--- src/rtl/lcd_pkg.sv ---
// Shared constants for the LCD mode controller: display mode codes,
// mode width and the key FSM state encoding.
package lcd_pkg;

  localparam int MODE_W = 4;

  typedef logic [MODE_W-1:0] mode_t;

  localparam mode_t MODE_BLACK    = 4'd0;
  localparam mode_t MODE_WHITE    = 4'd1;
  localparam mode_t MODE_RED      = 4'd2;
  localparam mode_t MODE_GREEN    = 4'd3;
  localparam mode_t MODE_BLUE     = 4'd4;
  localparam mode_t MODE_YELLOW   = 4'd5;
  localparam mode_t MODE_CYAN     = 4'd6;
  localparam mode_t MODE_MAGENTA  = 4'd7;
  localparam mode_t MODE_GRAY_H   = 4'd8;
  localparam mode_t MODE_GRAY_V   = 4'd9;
  localparam mode_t MODE_GRID     = 4'd10;
  localparam mode_t MODE_CHECKER  = 4'd11;
  localparam mode_t MODE_COLORBAR = 4'd12;

  typedef enum logic [1:0] {
    KEY_IDLE = 2'd0,
    KEY_DEB  = 2'd1,
    KEY_HELD = 2'd2,
    KEY_LONG = 2'd3
  } key_state_t;

  // Wraps to black past the last mode; also recovers from any
  // out-of-range code so nothing above the top is ever produced.
  function automatic mode_t next_mode(mode_t m, mode_t top);
    return (m >= top) ? MODE_BLACK : mode_t'(m + 1'b1);
  endfunction

endpackage

--- src/rtl/key_press_det.sv ---
// Push-button synchronizer, debouncer and short/long press detector.
// Pulses are one cycle wide and combinational from the FSM state.
module key_press_det
  import lcd_pkg::*;
#(
  parameter int DEBOUNCE_CYC = 90000,
  parameter int LONG_CYC     = 9000000
) (
  input  logic clk,
  input  logic reset,
  input  logic key1,
  output logic short_press,
  output logic long_press
);

  localparam logic [23:0] DEB_LAST  = 24'(DEBOUNCE_CYC - 1);
  localparam logic [23:0] LONG_LAST = 24'(LONG_CYC - 1);

  logic        key_m;
  logic        key_s;
  key_state_t  state;
  key_state_t  state_n;
  logic [23:0] cnt;
  logic [23:0] cnt_n;

  always_ff @(posedge clk) begin
    if (reset) begin
      key_m <= 1'b1;
      key_s <= 1'b1;
      state <= KEY_IDLE;
      cnt   <= '0;
    end else begin
      key_m <= key1;
      key_s <= key_m;
      state <= state_n;
      cnt   <= cnt_n;
    end
  end

  always_comb begin
    state_n     = state;
    cnt_n       = cnt;
    short_press = 1'b0;
    long_press  = 1'b0;
    unique case (state)
      KEY_IDLE: begin
        if (!key_s) begin
          state_n = KEY_DEB;
          cnt_n   = '0;
        end
      end
      KEY_DEB: begin
        if (key_s) begin
          state_n = KEY_IDLE;
        end else if (cnt == DEB_LAST) begin
          state_n = KEY_HELD;
          cnt_n   = '0;
        end else begin
          cnt_n = cnt + 24'd1;
        end
      end
      KEY_HELD: begin
        if (key_s) begin
          state_n     = KEY_IDLE;
          short_press = 1'b1;
        end else if (cnt == LONG_LAST) begin
          state_n    = KEY_LONG;
          long_press = 1'b1;
        end else begin
          cnt_n = cnt + 24'd1;
        end
      end
      KEY_LONG: begin
        if (key_s) state_n = KEY_IDLE;
      end
      default: state_n = KEY_IDLE;
    endcase
  end

endmodule

--- src/rtl/lcd_mode_ctrl.sv ---
// Display mode selector: manual stepping on short press, auto-cycle
// toggled by long press, all mode changes aligned to frame_start.
module lcd_mode_ctrl
  import lcd_pkg::*;
#(
  parameter int DEBOUNCE_CYC = 90000,
  parameter int LONG_CYC     = 9000000,
  parameter int DWELL_FRAMES = 120,
  parameter int MODE_MAX     = 12
) (
  input  logic              clk,
  input  logic              reset,
  input  logic              key1,
  input  logic              frame_start,
  output logic [MODE_W-1:0] dis_mode,
  output logic              mode_upd,
  output logic              auto_en
);

  localparam logic [7:0] DWELL_LAST = 8'(DWELL_FRAMES - 1);
  localparam mode_t      MODE_LAST  = mode_t'(MODE_MAX);

  logic       short_press;
  logic       long_press;
  logic       pending;
  logic [7:0] fcnt;
  logic       step;
  logic       dwell_hit;

  key_press_det #(
    .DEBOUNCE_CYC (DEBOUNCE_CYC),
    .LONG_CYC     (LONG_CYC)
  ) u_key (
    .clk         (clk),
    .reset       (reset),
    .key1        (key1),
    .short_press (short_press),
    .long_press  (long_press)
  );

  assign step      = frame_start & pending;
  assign dwell_hit = frame_start & auto_en & (fcnt == DWELL_LAST);

  always_ff @(posedge clk) begin
    if (reset) begin
      pending  <= 1'b0;
      fcnt     <= '0;
      dis_mode <= MODE_BLACK;
      mode_upd <= 1'b0;
      auto_en  <= 1'b0;
    end else begin
      mode_upd <= step;
      if (step) dis_mode <= next_mode(dis_mode, MODE_LAST);
      if (long_press) auto_en <= ~auto_en;
      // A step consumes pending even if a press lands in the same cycle.
      if (step) pending <= 1'b0;
      else if (short_press | dwell_hit) pending <= 1'b1;
      if (long_press | step | dwell_hit) fcnt <= '0;
      else if (frame_start & auto_en) fcnt <= fcnt + 8'd1;
    end
  end

endmodule

--- config.mk ---
export PLATFORM = sky130hd
export DESIGN_NAME = lcd_mode_ctrl
export DESIGN_NICKNAME = d
export VERILOG_FILES = /design/src/rtl/lcd_pkg.sv /design/src/rtl/key_press_det.sv /design/src/rtl/lcd_mode_ctrl.sv
export SDC_FILE = /design/constraint.sdc
export NUM_CORES = 1
export LEC_CHECK = 0
export CAP_MARGIN = 20
export CORE_ASPECT_RATIO = 1.4
export CORE_MARGIN = 5
export CORE_UTILIZATION = 45
export DETAILED_ROUTE_END_ITERATION = 7
export GPL_ROUTABILITY_DRIVEN = 0
export HOLD_SLACK_MARGIN = 0.1
export PLACE_DENSITY = 0.7
export SYNTH_ARGS = -nofsm -noshare
export SYNTH_HDL_FRONTEND = slang
export SYNTH_HIERARCHICAL = 1
export SYNTH_SLANG_ARGS = --single-unit
--- constraint.sdc ---
create_clock -name clk -period 2.5 [get_ports clk]
set_input_delay 0.75 -clock clk [delete_from_list [all_inputs] [get_ports clk]]
set_output_delay 0.75 -clock clk [all_outputs]
set_load 0.02 [all_outputs]
==> results of run 1 <==
[layout make-up]
class | instances | area (sq um)
tap | 66 | 82.6
multi-input combinational | 209 | 1460
inverter | 5 | 18.8
clock inverter | 2 | 35.0
clock buffer | 6 | 82.6
fill | 484 | 2490
sequential | 43 | 861
timing repair buffer | 15 | 135
[worst max-delay path, cell delays in order (launching register included)]
cell     delay (ns)
dfxtp_1        0.40
inv_1          0.11
ha_1           0.29
o31a_1         0.43
nor2_4         0.19
o31ai_4        0.20
or4_1          0.44
a21oi_1        0.15
[worst max-delay path by stage]
stage	to	slack, ns	cells after the start
global placement	u_key/cnt[6]	0.31	7
floorplan	u_key/cnt[6]	0.54	7
finish	u_key/cnt[6]	0.23	7
CTS	u_key/cnt[6]	0.25	7
global route	u_key/cnt[23]	0.08	7
detailed placement	u_key/cnt[6]	0.26	7
[kinds of logic (layout without fill, tap and decap cells)]
group / after synthesis / in the layout / share of synthesized area [%]
simple gates: 129 / 129 / 34.1
compound gates: 50 / 50 / 14.5
flops: 43 / 43 / 36.2
xor+xnor: 17 / 17 / 6.26
buf+inv: 11 / 28 / 2.53
fa+ha+maj: 9 / 9 / 4.73
mux: 4 / 4 / 1.74
[sequential cells by signal (all words and copies together), names as in the netlist]
name and cells:
mode_upd 1, pending 1, u_key/key_s 1, dis_mode 4, fcnt 8, u_key/state 2
auto_en 1, u_key/key_m 1, u_key/cnt 24
[metrics by stage]
stage / util (%) / area (sq um) / power, uW
final: 51.8 / 2670 / 1410
after global routing: 51.8 / 2670 / 1470
after CTS: 51.8 / 2670 / 1430
after detailed placement: 49.5 / 2550 / 865
after global placement: 49.5 / 2550 / 863
after floorplan: - / 2380 / 837
[power by group]
part           total [uW]  switching [uW]  internal [uW]  leakage, uW
Combinational         144            89.2           55.0     0.000438
Clock                 559             235            323    0.0000612
Sequential            704            11.2            693     0.000347
Total                1410             336           1070     0.000846
[cell usage after synthesis (all sizes together) (2+ instances only)]
cell      n
a31oi     2
or4       4
or3      10
mux2i     3
nand4bb   2
a32oi     2
nor2b     2
or3b      2
xor2     15
nor4b     4
nand2    22
o211ai    4
nand4b    2
or2       2
and3      3
nor3      6
a211oi    2
nor4      5
inv       5
nand4    14
and4      3
clkbuf    2
xnor2     2
o31ai     4
nand3b    2
o21ai    10
nor2     24
buf       4
o31a      2
a21oi    18
dfxtp    43
nor3b     2
nand2b    2
and2      2
ha        9
nand3    14
[layer usage]
metal	track usage [%]	wire, um	vias up
met5	0	0	-
met4	7.05	110	0
met3	3.03	147	10
met2	29.5	2590	33
met1	16.7	2010	949
li1	-	-	1026
==> metrics.yaml, run 1 <==
postRouteAntennaNets: 0
max_freq_mhz: 440
final.setup.tns_ns: 0
hold_buffers: 0
dp_slack_ns: 0.261
r2r_setup_slack_ns: 0.23
grtUsageTotal_pct: 15.7
yosysWarnings: 6
whs_path_depth: 1
die-area_sq_mm: 0.00686
yosysSeqAreaShare_pct: 36.2
antenna_cells: 0
synth.avg_cell_area_sq_um: 9.04
ys_types: 56
status: "finished, final reports clean"
core_area_sq_mm: 0.00516
die_h_um: 96.0
rr_startpoint: "u_key/state[0]"
max_slew_margin_pct: 53.8
p_leak_uw: 0.000846
hold_class: "flop to flop"
grt_max_degree: 23
numCtsBuffers: 5
critPathKind: "flop to flop"
ys.flop_type: "dfxtp_1"
fin_crit_ns: 2.27
nets: 292
hold_end: "u_key/key_s"
startpoint: "u_key/state[0]"
fin_skew_ns: 0.00507
synth_top_area_share_pct: 36.2
rows: 31
fin_ws_ns: 0.225
drt_first_pass_iters: 4
final_common_cell: "dfxtp_1"
end_kind: "flop"
path_max_fanout: 18
cap_viol_max_count: 0
crit_required_ns: 2.73
rr_worst_depth: 7
netlist_area_sq_mm: 0.00238
clk_pin_slew_ns: 0.08
place_inst: 338
worstMarginPinSlew_ns: 0.693
fin_crit_sh_pct: 91.0
rr_endpoint: "u_key/cnt[6]"
drv_slew: 0
cts-resized-gates: 0
synth_top_area_cell: "dfxtp_1"
start_util_pct: 46.1
synth_area_leaders: "dfxtp_1, xor2_1, ha_1"
whs_ns: 0.413
dp_hpwl_mm: 3.66
powerDensity_mw_per_mm2: 527
grt_pass1_wl_mm: 8.69
antenna_found_initial: 0
cts.sink_count: 43
vias: 2018
root_buffer: "clkbuf_8"
arrival_ns: 2.50
wl_mm: 4.86
finalSetupViolations: 0
synth_edf_count: 0
vias_per_cell: 5.83
syn-instance-count: 263
rsz0062_at_grt: "no"
cts_tree: "built"
ir_drop_uv: 397
cts_setup_buffers: 0
cp-start-kind: "flop"
grt-ovfl-total: 0
portBuffers: 9
clock_path_buffers: 2
ys_async_sr_fraction_pct: 0
drc_errors: 0
area_delta_synth_final_pct: 12.4
fin_cells: 346
ios: 10
clk_latency_ns: 0.29
routedWlPerCell_um: 14.0
ys_ff_latch: 43
die_x_um: 71.4
final_hold_viol_count: 0
grt_pass1_vias: 1930
htree_num_levels: 2
drive_above_1_share_pct: 12.5
final_cell_mix: "dfxtp_1, nor2_1, nand2_1, a21oi_1, xor2_1"
synth_nets: 276
hp-start: "u_key/key_m"
drtIter0Drc: 83
Power figures use the tool's default switching activity.
==> run 2, diff against run 1 <==
--- a/config.mk
+++ b/config.mk
@@ -11,6 +11,7 @@
 export CORE_UTILIZATION = 45
 export DETAILED_ROUTE_END_ITERATION = 7
 export GPL_ROUTABILITY_DRIVEN = 0
+export GPL_TIMING_DRIVEN = 0
 export HOLD_SLACK_MARGIN = 0.1
 export PLACE_DENSITY = 0.7
 export SYNTH_ARGS = -nofsm -noshare
==> metrics.yaml, run 2 (synthesis results as in run 1) <==
cts_setup_buffers: 0  # unchanged
rr_worst_depth: 7  # unchanged
clk_latency_ns: 0.29  # about the same
start_util_pct: 46.1  # unchanged
antenna_found_initial: 0  # unchanged
core_area_sq_mm: 0.00516  # unchanged
portBuffers: 9  # unchanged
vias_per_cell: 5.81  # -0.45%
ios: 10  # unchanged
crit_required_ns: 2.68  # -0.05 ns
fin_crit_sh_pct: 89.5  # -1.5 points
rsz0062_at_grt: "no"
grt_max_degree: 14  # -39%
final_cell_mix: "dfxtp_1, nor2_1, nand2_1, a21oi_1, xor2_1"
powerDensity_mw_per_mm2: 489  # -7.2%
whs_ns: 0.412  # -0.00143 ns
critPathKind: "flop to flop"
whs_path_depth: 1  # unchanged
vias: 2009  # -0.45%
arrival_ns: 2.42  # -0.08 ns
utilization_pct: 51.1  # -0.70 points
grt_pass1_wl_mm: 8.65  # -0.40%
area_delta_synth_final_pct: 10.8
worstMarginPinSlew_ns: 0.614  # -0.0789 ns
grt_pass1_vias: 1886  # -2.3%
cts.sink_count: 43  # unchanged
status: "finished, final reports clean"
drv_slew: 0  # unchanged
rows: 31  # unchanged
rr_startpoint: "u_key/state[0]"
ir_drop_uv: 286  # -28%
clock_path_buffers: 2  # unchanged
crit_buf_inv: 1  # unchanged
fin_crit_ns: 2.24  # -0.0383 ns
final_hold_viol_count: 0  # unchanged
root_buffer: "clkbuf_8"
cts_tree: "built"
p_leak_uw: 0.000819  # -3.2%
drt_first_pass_iters: 4  # unchanged
final.setup.tns_ns: 0  # unchanged
rr_endpoint: "u_key/cnt[21]"
end_kind: "flop"
hp-start: "u_key/key_m"
max_slew_margin_pct: 58.6  # +4.8 points
numCtsBuffers: 5  # unchanged
nets: 292  # unchanged
wl_mm: 5.03  # +3.6%
finalSetupViolations: 0  # unchanged
grt-ovfl-total: 0  # unchanged
fin_skew_ns: 0.00869  # +0.00362 ns
drtIter0Drc: 51  # -39%
drc_errors: 0  # unchanged
antenna_cells: 0  # unchanged
critPathTopFamily: "simple AND/OR/NAND/NOR gates"
crit_chain: "inv_1 > ha_1 > o31a_1 > nor4b_4 > nand4_1 > xor2_1 > nor2_1"
dp_hpwl_mm: 3.67  # +0.28%
critPathSlowestCell: "nor4b_4"
routedWlPerCell_um: 14.5  # +3.6%
hold_buffers: 0  # unchanged
htree_num_levels: 2  # unchanged
die_h_um: 96.0  # unchanged
largest_register_ffs: 24  # unchanged
drive_above_1_share_pct: 11.4  # -1.1 points
final_common_cell: "dfxtp_1"
dp_slack_ns: 0.178  # -0.0830 ns
fin_ws_ns: 0.264  # +0.0383 ns
hold_class: "flop to flop"
postRouteAntennaNets: 0  # unchanged
path_max_fanout: 8  # -10
r2r_setup_slack_ns: 0.26  # +0.04 ns
cp-start-kind: "flop"
top_regs: "u_key/cnt: 24 flops, fcnt: 8 flops, dis_mode: 4 flops"
die_x_um: 71.4  # unchanged
top_register: "u_key/cnt"
cts-resized-gates: 0  # unchanged
max_freq_mhz: 447  # +1.7%
hold_end: "u_key/key_s"
clk_pin_slew_ns: 0.08  # about the same
critPathMaxStageDelay_ns: 0.49  # +0.05 ns
cap_viol_max_count: 0  # unchanged
grtUsageTotal_pct: 15.7  # about the same
die-area_sq_mm: 0.00686  # unchanged
[run 2: changes by cell type in the layout (fill, tap and decap cells not counted), sizes merged]
cell / change
buf: -2
clkbuf: +2
bufinv: -1
clkinvlp: +1
[run 2: per-stage QoR]
step,power [uW],instance area [sq um],cells
2_1_floorplan,837,2380,263
3_3_place_gp,877,2550,338
3_5_place_dp,877,2550,338
4_1_cts,1310,2640,346
5_1_grt,1350,2640,346
6_report,1290,2640,346
[run 2: area by class of cell]
cell class	count	area (sq um)
Multi-Input combinational cell	209	1460
Timing Repair Buffer	9	90.1
Buffer	6	41.3
Clock buffer	6	72.6
Clock inverter	2	12.5
Tap cell	66	82.6
Inverter	5	18.8
Sequential cell	43	861
Fill cell	486	2520
[run 2: report_power, final]
part           internal (uW)  switching, uW  leakage (uW)  total (uW)
clock                    195            230     0.0000412         425
sequential               693           10.9      0.000347         704
combinational           62.1           97.2      0.000431         159
total                    951            338      0.000819        1290
[run 2: how the worst max path moves through the flow]
| stage | from | endpoint | slack [ns] | depth (start not counted) |
|---|---|---|---|---|
| floorplan | u_key/state[0] | u_key/cnt[6] | 0.54 | 7 |
| global route | u_key/state[0] | u_key/cnt[21] | 0.09 | 7 |
| global placement | frame_start | fcnt[7] | 0.20 | 5 |
| finish | u_key/state[0] | u_key/cnt[21] | 0.26 | 7 |
| detailed placement | frame_start | fcnt[7] | 0.18 | 5 |
| CTS | u_key/state[0] | u_key/cnt[21] | 0.28 | 7 |
[run 2: layer usage]
metal	vias up	GRT usage (%)	wire length, um
met5	-	0	0
met4	0	6.74	51
met3	4	2.82	138
met2	25	29.4	2640
met1	958	17.1	2200
li1	1022	-	-
